[src/rtl/call_ret_ctrl.sv]
// Subroutine call/return sequencer sitting between the instruction decoder
// and the return-address stack. A CALL pushes the return address and
// redirects the PC to the call target. A RET pops the stack and redirects the
// PC to the popped address. Stack overflow and underflow, and a CALL and RET
// arriving together, are latched as a sticky fault until fault_clr.
module call_ret_ctrl #(
    parameter int ADDR_W     = 10,
    parameter int RET_OFFSET = 1,
    parameter int CNT_W      = 5
) (
    input  logic              clk,
    input  logic              rst,
    input  logic              call_req,
    input  logic              ret_req,
    input  logic [ADDR_W-1:0] pc,
    input  logic [ADDR_W-1:0] target,
    input  logic              fault_clr,
    output logic              stk_enable,
    output logic              stk_op,
    output logic [ADDR_W-1:0] stk_din,
    input  logic [ADDR_W-1:0] stk_dout,
    input  logic              stk_full,
    input  logic              stk_empty,
    output logic              busy,
    output logic              pc_load,
    output logic [ADDR_W-1:0] pc_next,
    output logic [CNT_W-1:0]  depth,
    output logic              fault,
    output logic [1:0]        fault_code
);

    typedef enum logic [2:0] {
        IDLE  = 3'd0,
        PUSH  = 3'd1,
        POP   = 3'd2,
        POPW  = 3'd3,
        FAULT = 3'd4
    } state_t;

    localparam logic [ADDR_W-1:0] OFFS      = ADDR_W'(RET_OFFSET);
    localparam logic [CNT_W-1:0]  DEPTH_MAX = '1;
    localparam logic [CNT_W-1:0]  DEPTH_ONE = CNT_W'(1);

    localparam logic [1:0] CODE_NONE  = 2'b00;
    localparam logic [1:0] CODE_OVER  = 2'b01;
    localparam logic [1:0] CODE_UNDER = 2'b10;
    localparam logic [1:0] CODE_BOTH  = 2'b11;

    state_t            state;
    logic [ADDR_W-1:0] pc_next_q;

    // Sequencer: state, stack strobes, PC redirect, shadow depth and fault.
    // Strobe outputs are registered on entry to the state that owns them, so
    // they are high for exactly the one cycle spent in PUSH or POP.
    always_ff @(posedge clk or posedge rst) begin
        if (rst) begin
            state      <= IDLE;
            stk_enable <= 1'b0;
            stk_op     <= 1'b0;
            stk_din    <= '0;
            pc_load    <= 1'b0;
            pc_next_q  <= '0;
            depth      <= '0;
            fault      <= 1'b0;
            fault_code <= CODE_NONE;
        end else begin
            stk_enable <= 1'b0;
            stk_op     <= 1'b0;
            stk_din    <= '0;
            pc_load    <= 1'b0;
            pc_next_q  <= '0;
            case (state)
                IDLE: begin
                    if (call_req && ret_req) begin
                        state      <= FAULT;
                        fault      <= 1'b1;
                        fault_code <= CODE_BOTH;
                    end else if (call_req) begin
                        if (stk_full) begin
                            state      <= FAULT;
                            fault      <= 1'b1;
                            fault_code <= CODE_OVER;
                        end else begin
                            state      <= PUSH;
                            stk_enable <= 1'b1;
                            stk_op     <= 1'b1;
                            stk_din    <= pc + OFFS;
                            pc_load    <= 1'b1;
                            pc_next_q  <= target;
                        end
                    end else if (ret_req) begin
                        if (stk_empty) begin
                            state      <= FAULT;
                            fault      <= 1'b1;
                            fault_code <= CODE_UNDER;
                        end else begin
                            state      <= POP;
                            stk_enable <= 1'b1;
                            stk_op     <= 1'b0;
                        end
                    end
                end
                PUSH: begin
                    state <= IDLE;
                    if (depth != DEPTH_MAX) depth <= depth + DEPTH_ONE;
                end
                POP: begin
                    // Popped data appears on stk_dout during POPW.
                    state   <= POPW;
                    pc_load <= 1'b1;
                    if (depth != '0) depth <= depth - DEPTH_ONE;
                end
                POPW: begin
                    state <= IDLE;
                end
                FAULT: begin
                    if (fault_clr) begin
                        state      <= IDLE;
                        fault      <= 1'b0;
                        fault_code <= CODE_NONE;
                    end
                end
                default: begin
                    state <= IDLE;
                end
            endcase
        end
    end

    // The stack's registered read data is only valid in POPW, so it is
    // forwarded straight to pc_next there; otherwise the registered target.
    always_comb begin
        pc_next = pc_next_q;
        if (state == POPW) pc_next = stk_dout;
    end

    // Busy is a pure decode of the state register.
    always_comb begin
        busy = (state != IDLE);
    end

endmodule
[config.mk]
export PLATFORM = sky130hd
export DESIGN_NAME = call_ret_ctrl
export DESIGN_NICKNAME = d
export VERILOG_FILES = /design/src/rtl/call_ret_ctrl.sv
export SDC_FILE = /design/constraint.sdc
export NUM_CORES = 1
export LEC_CHECK = 0
export CORE_ASPECT_RATIO = 2
export CORE_MARGIN = 2
export CORE_UTILIZATION = 42
export CTS_BUF_LIST = sky130_fd_sc_hd__clkbuf_16
export DETAILED_ROUTE_END_ITERATION = 12
export GPL_ROUTABILITY_DRIVEN = 1
export PLACE_DENSITY_LB_ADDON = 0.25
export RECOVER_POWER = 50
export SYNTH_ARGS = -nofsm -noshare
export SYNTH_HDL_FRONTEND = slang
export SYNTH_SLANG_ARGS = --single-unit
[constraint.sdc]
create_clock -name clk -period 2.5 [get_ports clk]
set_input_delay 0.25 -clock clk [delete_from_list [all_inputs] [get_ports clk]]
set_output_delay 0.25 -clock clk [all_outputs]
set_load 0.01 [all_outputs]
Word-level counts from Yosys, hierarchy flattened

Cells that the tools add are included.

Register bits after elaboration: 34
Output and inout bits: 32
Logic and storage cells: 75
Bits of input ports: 37

Equality and inequality tests: 11
Reduce and logical (&&, ||, !) cells: 9
$add $sub $neg: 3
Multiplexer cells: 43

Operators by type and width:

| kind                                                                | count |
|---|---|
| 10-bit two-way mux                                                  | 9 |
| 3-bit two-way mux                                                   | 6 |
| 1-bit two-way mux                                                   | 15 |
| 2-bit two-way mux                                                   | 6 |
| 4-bit != test (second input constant)                               | 3 |
| 10-bit by 1-bit adder with 10-bit output (second input constant)    | 1 |
| 5-bit two-way mux                                                   | 2 |
| 5-bit one-hot mux with 2 select lines                               | 1 |
| 3-bit one-hot mux with 3 select lines                               | 1 |
| 3-bit by 2-bit == test with 1-bit output (second input constant)    | 2 |
| 2-bit != test (second input constant)                               | 3 |
| 5-bit by 1-bit adder with 5-bit output (second input constant)      | 1 |
| 5-bit != test (second input constant)                               | 1 |
| 5-bit AND reduction                                                 | 1 |
| 5-bit nonzero test                                                  | 1 |
| 5-bit by 1-bit subtractor with 5-bit output (second input constant) | 1 |
| 1-bit one-hot mux with 2 select lines                               | 2 |
| 2-bit one-hot mux with 2 select lines                               | 1 |
| 2-bit nonzero test                                                  | 2 |
| 3-bit by 1-bit == test with 1-bit output (second input constant)    | 1 |
| 3-bit == test (second input constant)                               | 1 |
| 3-bit logical NOT                                                   | 1 |
| 3-bit AND reduction                                                 | 1 |
| 3-bit nonzero test                                                  | 1 |
| 2 further kinds                                                     | 2 |

Logic depth before layout (Yosys ltp)

Gate-level depths: netlist (run 1).

Word-level depth: 5
Depth in mapped cells: 8
Gate-level depth less buffers: 8

Worst setup path before layout (run 1)

OpenSTA, ideal clock, no wires.

Path type: register to register
Start: register state[0]
End: register depth[3]
Data arrival time: 1868 ps
Setup slack: 506 ps
Cell stages (with the launch flop): 8
Clock period less this slack: 1994 ps
Setup time: 125 ps
Cell sequence: dfrtp_1 > or3b_1 > inv_1 > ha_1 > a21o_1 > a21oi_1 > xnor2_1 > mux2_4

Word-level cells in the longest chain between the ends: 3
Elaborated cells between the ends (all ways): 7
Those cells by class: eq/ne (4); mux (1); reduce/logical (2)

Ends and longest elaborated chain:

| item                                                                                                        | line | RTL |
|---|---|---|
| start, declared                                                                                             | 49   | `state_t state;` |
| start signal, assigned                                                                                      | 57   | `state <= IDLE;` |
| start signal, assigned                                                                                      | 75   | `state <= FAULT;` |
| start signal, assigned                                                                                      | 80   | `state <= FAULT;` |
| 3-bit by 2-bit == test with 1-bit output / 3-bit by 1-bit == test with 1-bit output (equally long branches) | 72   | `case (state)` |
| 2-bit != test (no source line) / 2-bit nonzero test (equally long branches)                                 | -    |  |
| 3-bit AND reduction (no source line)                                                                        | -    |  |
| end signal, assigned                                                                                        | 105  | `if (depth != DEPTH_MAX) depth <= depth + DEPTH_ONE;` |
| end signal, assigned                                                                                        | 111  | `if (depth != '0) depth <= depth - DEPTH_ONE;` |
| end, declared                                                                                               | 27   | `output logic [CNT_W-1:0] depth,` |

Parallel ways exist; a longest one is shown, timed or not.
A chain may end at the register's enable or synchronous reset.

Final worst setup path (run 1)

Start: register state[2]
End: output port pc_next[1]

Word-level cells in the longest chain between the ends: 2

Ends and longest elaborated chain:

| item                                     | line | RTL |
|---|---|---|
| 3-bit by 2-bit == test with 1-bit output | 134  | `if (state == POPW) pc_next = stk_dout;` |
| 10-bit two-way mux                       | 134  |  |
| end, declared                            | 26   | `output logic [ADDR_W-1:0] pc_next,` |

No other way between the ends.

==> impl_metrics.csv, run 1 <==
group,metric,value,unit
run_status,status,"finished with violations",
run_status,violations,"max-capacitance violations, max-slew violations",
logic_synthesis,synth.yosys.seq_area_share,52.3,%
detailed_routing,route.detailed.drc,0,
sta,worst-slew-pin-transition,1.80,ns
power_and_ir_drop,worst_ir_drop_on_vdd,0.604,mV
clock_tree,htree_levels,2,
clock_tree,post_cts_hold_buffer_count,0,
clock_tree,insertion_delay,0.27,ns
die,dieWidth,48.0,um
sta,maxSlewViolCount,35,
logic_synthesis,mean_post_synth_cell_area,10.8,um2
sta,highest_clock_rate,429,MHz
die,top_level_ports,69,
detailed_routing,routed_wire_length_per_instance,14.3,um
finish,layout.cells.most_common,"sky130_fd_sc_hd__clkdlybuf4s50_1",
clock_tree,cts.path.max_buffers,2,
logic_synthesis,synth.lib_cells_used.distinct,36,
detailed_routing,routed_wl,3920,um
finish,fill_cells,306,
clock_tree,postCtsSetupBuffers,0,
die,die-area,4420,um2
logic_synthesis,ys_warn_count,0,
logic_synthesis,synthesized_netlist_cell_count,150,
grt,global_route.usage.total,21.0,%
detailed_routing,first_pass_iters,4,
finish,layout-area-overhead-vs-synth,52.8,%
sta,setup_viol,0,
clock_tree,inserted_clock_buffers,5,
finish,diodes,0,
detailed_routing,drtAntennaViolNets,0,
setup_path,critPathArrivalTime,2.08,ns
logic_synthesis,mappedNetlistNets,192,
sta,timing.slew.headroom,-19.7,%
detailed_routing,vias_per_cell,4.99,
clock_tree,cts.sink_count,34,
min_path,hp-class,"reg2reg",
job,drv_cap,1,
placed_design,detailed_place.area,2350,um2
finish,stdcell_area,2490,um2
finish,drive_gt1_share,10.3,%
logic_synthesis,netlist_area,1630,um2
setup_path,worst_setup_sp_type,"flip-flop",
sta,fin_tns_setup,0,ns
clock_tree,ctsRootBufferMaster,"sky130_fd_sc_hd__clkbuf_16",
die,fp-row-count,32,
die,core_area,3800,um2
setup_path,crit_required,2.25,ns
placed_design,globalplace.congestion,0.727,
power_and_ir_drop,leakagePower,0.00116,uW
grt,grt_first_pass_wirelength,6380,um
clock_tree,worst_setup_hold_path_clk_slew,0.05,ns
setup_path,startpoint_to_endpoint_class_of_the_critical_path,"reg2out",
sta,period_utilization,93.2,%
logic_synthesis,ys_ff_latch,34,
placed_design,hpwl,3050,um
finish,mostFrequentLayoutCells,"51 x sky130_fd_sc_hd__clkdlybuf4s50_1, 34 x sky130_fd_sc_hd__dfrtp_1, 20 x sky130_fd_sc_hd__nor2_1",
clock_tree,cts_tree,"yes",
setup_path,critical_path.endpoint_type,"primary output",
die,die_y,92.0,um
grt,grt_antenna_before_repair,0,
grt,grt_pass1_vias,1404,
finish,fin_nets,264,
sta,timing.clock.skew,0.00532,ns
sta,hold_violations,0,
clock_tree,post_cts_resized,0,
sta,grt_setup_unrepaired,"false",
placed_design,numPortBuffers,68,
detailed_routing,overall_via_count_from_detail_route,1367,
grt,global_route.overflow_total,0,
grt,grt_max_degree,35,
power_and_ir_drop,total_power_consumption,2290,uW
detailed_routing,initialDrtViolationCount,27,
sta,min_period,2.33,ns
setup_path,critical_path_peak_fanout,10,
die,initial_utilization,42.8,%
power_and_ir_drop,power_density,920,nW/um2
[power by group]
| group | total, uW | internal (uW) | switching [uW] |
|---|---|---|---|
| Sequential | 790 | 671 | 120 |
| Combinational | 932 | 499 | 433 |
| Clock | 566 | 359 | 207 |
[synthesized netlist by cell type]
cell / number / area (um2)
sky130_fd_sc_hd__dfrtp_1: 34 / 851
sky130_fd_sc_hd__nor2_1: 20 / 75.1
sky130_fd_sc_hd__and2_1: 11 / 68.8
sky130_fd_sc_hd__mux2_2: 10 / 113
sky130_fd_sc_hd__inv_1: 7 / 26.3
sky130_fd_sc_hd__nand2_1: 7 / 26.3
sky130_fd_sc_hd__nand3_1: 7 / 35.0
sky130_fd_sc_hd__xnor2_1: 7 / 61.3
sky130_fd_sc_hd__a21oi_1: 6 / 30.0
sky130_fd_sc_hd__ha_1: 4 / 50.1
sky130_fd_sc_hd__xor2_1: 4 / 35.0
sky130_fd_sc_hd__buf_2: 3 / 15.0
sky130_fd_sc_hd__nor3_1: 3 / 15.0
sky130_fd_sc_hd__a32o_1: 2 / 20.0
sky130_fd_sc_hd__nor3b_1: 2 / 15.0
sky130_fd_sc_hd__o21ai_0: 2 / 10.0
sky130_fd_sc_hd__or3_1: 2 / 12.5
sky130_fd_sc_hd__a21o_1: 1 / 7.51
sky130_fd_sc_hd__a22oi_1: 1 / 7.51
sky130_fd_sc_hd__buf_6: 1 / 11.3
sky130_fd_sc_hd__fa_1: 1 / 20.0
sky130_fd_sc_hd__inv_2: 1 / 3.75
sky130_fd_sc_hd__mux2_4: 1 / 15.0
sky130_fd_sc_hd__nand2b_1: 1 / 6.26
sky130_fd_sc_hd__nand2b_2: 1 / 8.76
sky130_fd_sc_hd__nand3b_1: 1 / 7.51
sky130_fd_sc_hd__nand4_1: 1 / 6.26
sky130_fd_sc_hd__nor4_1: 1 / 6.26
sky130_fd_sc_hd__o21a_1: 1 / 7.51
sky130_fd_sc_hd__o21ai_2: 1 / 8.76
sky130_fd_sc_hd__o22ai_1: 1 / 6.26
sky130_fd_sc_hd__o31ai_1: 1 / 7.51
sky130_fd_sc_hd__or2_4: 1 / 8.76
sky130_fd_sc_hd__or3b_1: 1 / 8.76
sky130_fd_sc_hd__or3b_2: 1 / 8.76
sky130_fd_sc_hd__or4_4: 1 / 11.3
[flip-flops by register name (all words and copies together), names as in the netlist]
signal / count
depth: 5
fault: 1
fault_code: 2
pc_load: 1
pc_next_q: 10
state: 3
stk_din: 10
stk_enable: 1
stk_op: 1
[kinds of logic (layout without fill, tap and decap cells)]
kind of cell	Yosys count	count (layout)	synth area share, %
AND/OR/NAND/NOR	61	61	19.7
flip-flops	34	34	52.3
AO/OA/AOI/OAI	16	16	6.46
buffers and inverters	12	85	3.46
XOR/XNOR	11	11	5.92
multiplexers	11	11	7.85
adder cells (fa/ha/maj)	5	5	4.31
[area by class of cell]
| type | count | area, um2 | area share [%] |
|---|---|---|---|
| clock buffers | 5 | 125 | 5.03 |
| clock inverters | 3 | 12.5 | 0.503 |
| inverters | 8 | 30.0 | 1.21 |
| multi-input cells | 104 | 719 | 28.9 |
| flip-flops and latches | 34 | 851 | 34.2 |
| well taps | 51 | 63.8 | 2.57 |
| repair buffers | 69 | 684 | 27.5 |
[worst paths after layout]
| path | to | slack [ns] | cells after the start | from |
|---|---|---|---|---|
| max reg2reg | depth[4] | 0.27 | 7 | state[0] |
| max in group asynchronous | stk_din[8] | 0.39 | 3 | rst |
| min in group asynchronous | pc_next_q[3] | 1.06 | 3 | rst |
| min | fault | 0.48 | 2 | fault |
| max | pc_next[1] | 0.17 | 3 | state[2] |
| min reg2reg | fault | 0.48 | 2 | fault |
[per-stage QoR]
step / utilization, % / cells / hold slack [ns] / setup slack, ns
global placement: 61.8 / 266 / 0.469 / 0.471
global route: 65.4 / 274 / 0.534 / 0.0154
detailed placement: 61.8 / 266 / 0.484 / 0.323
CTS: 65.5 / 274 / 0.403 / 0.135
floorplan: - / 150 / 0.316 / 0.506
finish: 65.4 / 274 / 0.484 / 0.170
[worst max-delay path, stage by stage, from the launching register on]
cell and delay [ns]:
sky130_fd_sc_hd__dfrtp_1 0.45, sky130_fd_sc_hd__nand3b_1 0.46, sky130_fd_sc_hd__mux2_2 0.41, sky130_fd_sc_hd__clkdlybuf4s50_1 0.48
[metal layers]
layer  global-route usage [%]  wire (um)  vias up
met5                        0          0        -
met4                     9.01         80        0
met3                     7.87        241        7
met2                     35.2       2330       56
met1                     21.6       1270      657
li1                         -          -      647
(Power assumes the default switching activity.)
==> run 2, diff against run 1 <==
SLEW_MARGIN = 20   (was default)
==> results of run 2 <==
No change in the layout: final DEF, timing and power equal those of run 1.
==> run 3, diff against run 2 <==
CORE_MARGIN = 4   (was 2)
SLEW_MARGIN = default   (was 20)
clock period = 2.65 ns   (was 2.5 ns; I/O delays follow)
==> run 3 against run 2 <==
The flow still finishes with violations (max-capacitance violations, max-slew violations). Via count shrank 0.80%. Worst hold slack gained 0.010 ns. Cell area shrank 0.30%. Clock power shrank 8.3%. Sequential cell count is the same. Total power shrank 7.6%. Clock skew is essentially flat. Non-clock buffer count is the same. Wire length is essentially flat. Critical path type unchanged. Highest routed layer unchanged.
==> impl_metrics.csv, run 3 (synthesis results as in run 1) <==
group,metric,value,unit
detailed_routing,routed-wl-met2,2310,um
min_path,hp-class,"reg2reg",
finish,layout.cells.most_common,"sky130_fd_sc_hd__clkdlybuf4s50_1",
min_path,timing.hold.worst_endpoint,"fault",
clock_tree,cts.path.max_buffers,2,
finish,drive_gt1_share,9.91,%
setup_path,critical_path_peak_fanout,10,
detailed_routing,detailed_route_wire_length_on_metal_1,1210,um
clock_tree,postCtsSetupBuffers,0,
grt,global_route.usage.total,16.6,%
setup_path,crit-reg2reg-launch,"state[0]",
power_and_ir_drop,net-switching-power,678,uW
run_status,status,"finished with violations",
grt,grt_pass1_vias,1398,
clock_tree,cts_tree,"yes",
finish,fill_cells,297,
die,core_area,3680,um2
sta,timing.clock.skew,0.00526,ns
clock_tree,cts.sink_count,34,
detailed_routing,first_pass_iters,4,
clock_tree,worst_setup_hold_path_clk_slew,0.05,ns
detailed_routing,route.detailed.drc,0,
setup_path,family_with_the_most_delay_on_the_worst_path,"buffers and inverters",
detailed_routing,overall_via_count_from_detail_route,1356,
die,top_level_ports,69,
setup_path,critical_path.cell_chain,"nand3b_1, mux2_2, clkdlybuf4s50_1",
min_path,min_delay_path_depth,2,
run_status,violations,"max-capacitance violations, max-slew violations",
finish,fin_nets,264,
sta,hold_violations,0,
job,drv_cap,1,
finish,diodes,0,
die,die_y,96.0,um
detailed_routing,topRoutingLayerUsed,"met4",
grt,grt_antenna_before_repair,0,
sta,setup_viol,0,
setup_path,worst_setup_sp_type,"flip-flop",
sta,grt_setup_unrepaired,"false",
min_path,holdCritStartpoint,"fault",
sta,worst-slew-pin-transition,1.74,ns
setup_path,critPathSlowestCell,"sky130_fd_sc_hd__clkdlybuf4s50_1",
setup_path,critical_path.endpoint_type,"primary output",
setup_path,cp_slowest_stage_delay,0.49,ns
setup_path,crit_required,2.38,ns
clock_tree,inserted_clock_buffers,5,
power_and_ir_drop,leakagePower,0.00116,uW
sta,highest_clock_rate,427,MHz
grt,global_route.overflow_total,0,
finish,biggestRegsByFlops,"pc_next_q (10), stk_din (10), depth (5)",
die,die-area,4990,um2
detailed_routing,drtAntennaViolNets,0,
placed_design,globalplace.congestion,0.811,
setup_path,startpoint_to_endpoint_class_of_the_critical_path,"reg2out",
detailed_routing,met3_wire_len,290,um
power_and_ir_drop,power.switching_fraction,32.1,%
sta,final.setup.worst_slack,0.310,ns
sta,period_utilization,88.3,%
sta,timing.slew.headroom,-16.1,%
finish,layout-area-overhead-vs-synth,52.4,%
power_and_ir_drop,pwr-share-clk,24.6,%
detailed_routing,initialDrtViolationCount,9,
detailed_routing,routed_wire_length_per_instance,14.5,um
setup_path,worst-path-buf-inv,1,
placed_design,numPortBuffers,68,
die,initial_utilization,44.1,%
setup_path,critPathArrivalTime,2.08,ns
power_and_ir_drop,power_density,853,nW/um2
placed_design,hpwl,3170,um
sta,maxSlewViolCount,35,
clock_tree,post_cts_resized,0,
finish,mostFrequentLayoutCells,"51 x sky130_fd_sc_hd__clkdlybuf4s50_1, 34 x sky130_fd_sc_hd__dfrtp_1, 20 x sky130_fd_sc_hd__nor2_1",
grt,grt_first_pass_wirelength,6040,um
setup_path,r2r_setup_slack,0.51,ns
setup_path,capture_instance_of_the_worst_register_to_register_path,"depth[3]",
detailed_routing,routed_wl,3920,um
clock_tree,ctsRootBufferMaster,"sky130_fd_sc_hd__clkbuf_16",
detailed_routing,vias_per_cell,5.00,
grt,grt_max_degree,35,
clock_tree,post_cts_hold_buffer_count,0,
clock_tree,insertion_delay,0.27,ns
die,fp-row-count,31,
placed_design,place_ws,0.538,ns
power_and_ir_drop,worst_ir_drop_on_vdd,0.454,mV
power_and_ir_drop,power_report.internal_total,1440,uW
clock_tree,htree_levels,2,
die,dieWidth,52.0,um
finish,final_cell_count_no_fill,271,
power_and_ir_drop,p_seq_share,35.2,%
power_and_ir_drop,combPwrFrac,40.2,%
placed_design,post-place-cells,264,
sta,fin_tns_setup,0,ns
setup_path,count_of_cells_along_the_worst_register_to_register_path,7,
sta,min_period,2.34,ns
==> run 3: changes by cell type in the layout (fill, tap and decap cells not counted), sizes merged <==
cell / before / now
inv: 9 / 10
clkinv: 2 / 0
==> run 3: worst max-delay path by stage <==
| stage | startpoint | end | slack (ns) | cells after the start |
|---|---|---|---|---|
| 3_5_place_dp | state[0] | depth[3] | 0.54 | 7 |
| 5_1_grt | rst | depth[3] | 0.13 | 3 |
| 4_1_cts | state[2] | pc_next[8] | 0.27 | 3 |
| 2_1_floorplan | state[0] | depth[3] | 0.66 | 7 |
| 6_report | state[2] | pc_next[9] | 0.31 | 3 |
| 3_3_place_gp | state[0] | depth[3] | 0.61 | 7 |
==> run 3: power groups by stage <==
stage               clock network (uW)  registers, uW  logic [uW]
detailed placement                   0            752         868
global route                       553            761         926
finish                             519            745         850
CTS                                535            745         876
floorplan                            0            767         472
global placement                     0            741         832
==> run 3: worst min-delay path, stage by stage, from the launching register on <==
cell                      delay (ns)
sky130_fd_sc_hd__dfrtp_1        0.34
sky130_fd_sc_hd__nand2_1        0.05
sky130_fd_sc_hd__o31ai_1        0.06
==> run 3: metrics by stage <==
stage	cell area [um2]	power, uW	hold slack (ns)	util [%]
after floorplan	1630	1240	0.331	-
after global placement	2350	1570	0.469	63.8
after detailed placement	2350	1620	0.498	63.8
after CTS	2480	2160	0.422	67.4
after global routing	2480	2240	0.534	67.3
final	2480	2110	0.494	67.3
==> run 3: layer usage <==
| layer | global-route usage, % | vias up |
|---|---|---|
| met5 | 0 | - |
| met4 | 8.97 | 0 |
| met3 | 6.67 | 11 |
| met2 | 31.3 | 44 |
| met1 | 13.9 | 654 |
| li1 | - | 647 |
==> run 3: area by class of cell <==
type / instances / area [um2] / share of cell area, %
Clock buffer: 5 / 125 / 5.05
Tap cell: 49 / 61.3 / 2.47
Sequential cell: 34 / 851 / 34.3
Timing Repair Buffer: 69 / 684 / 27.6
Inverter: 8 / 30.0 / 1.21
Multi-Input combinational cell: 104 / 719 / 29.0
Clock inverter: 2 / 7.51 / 0.303
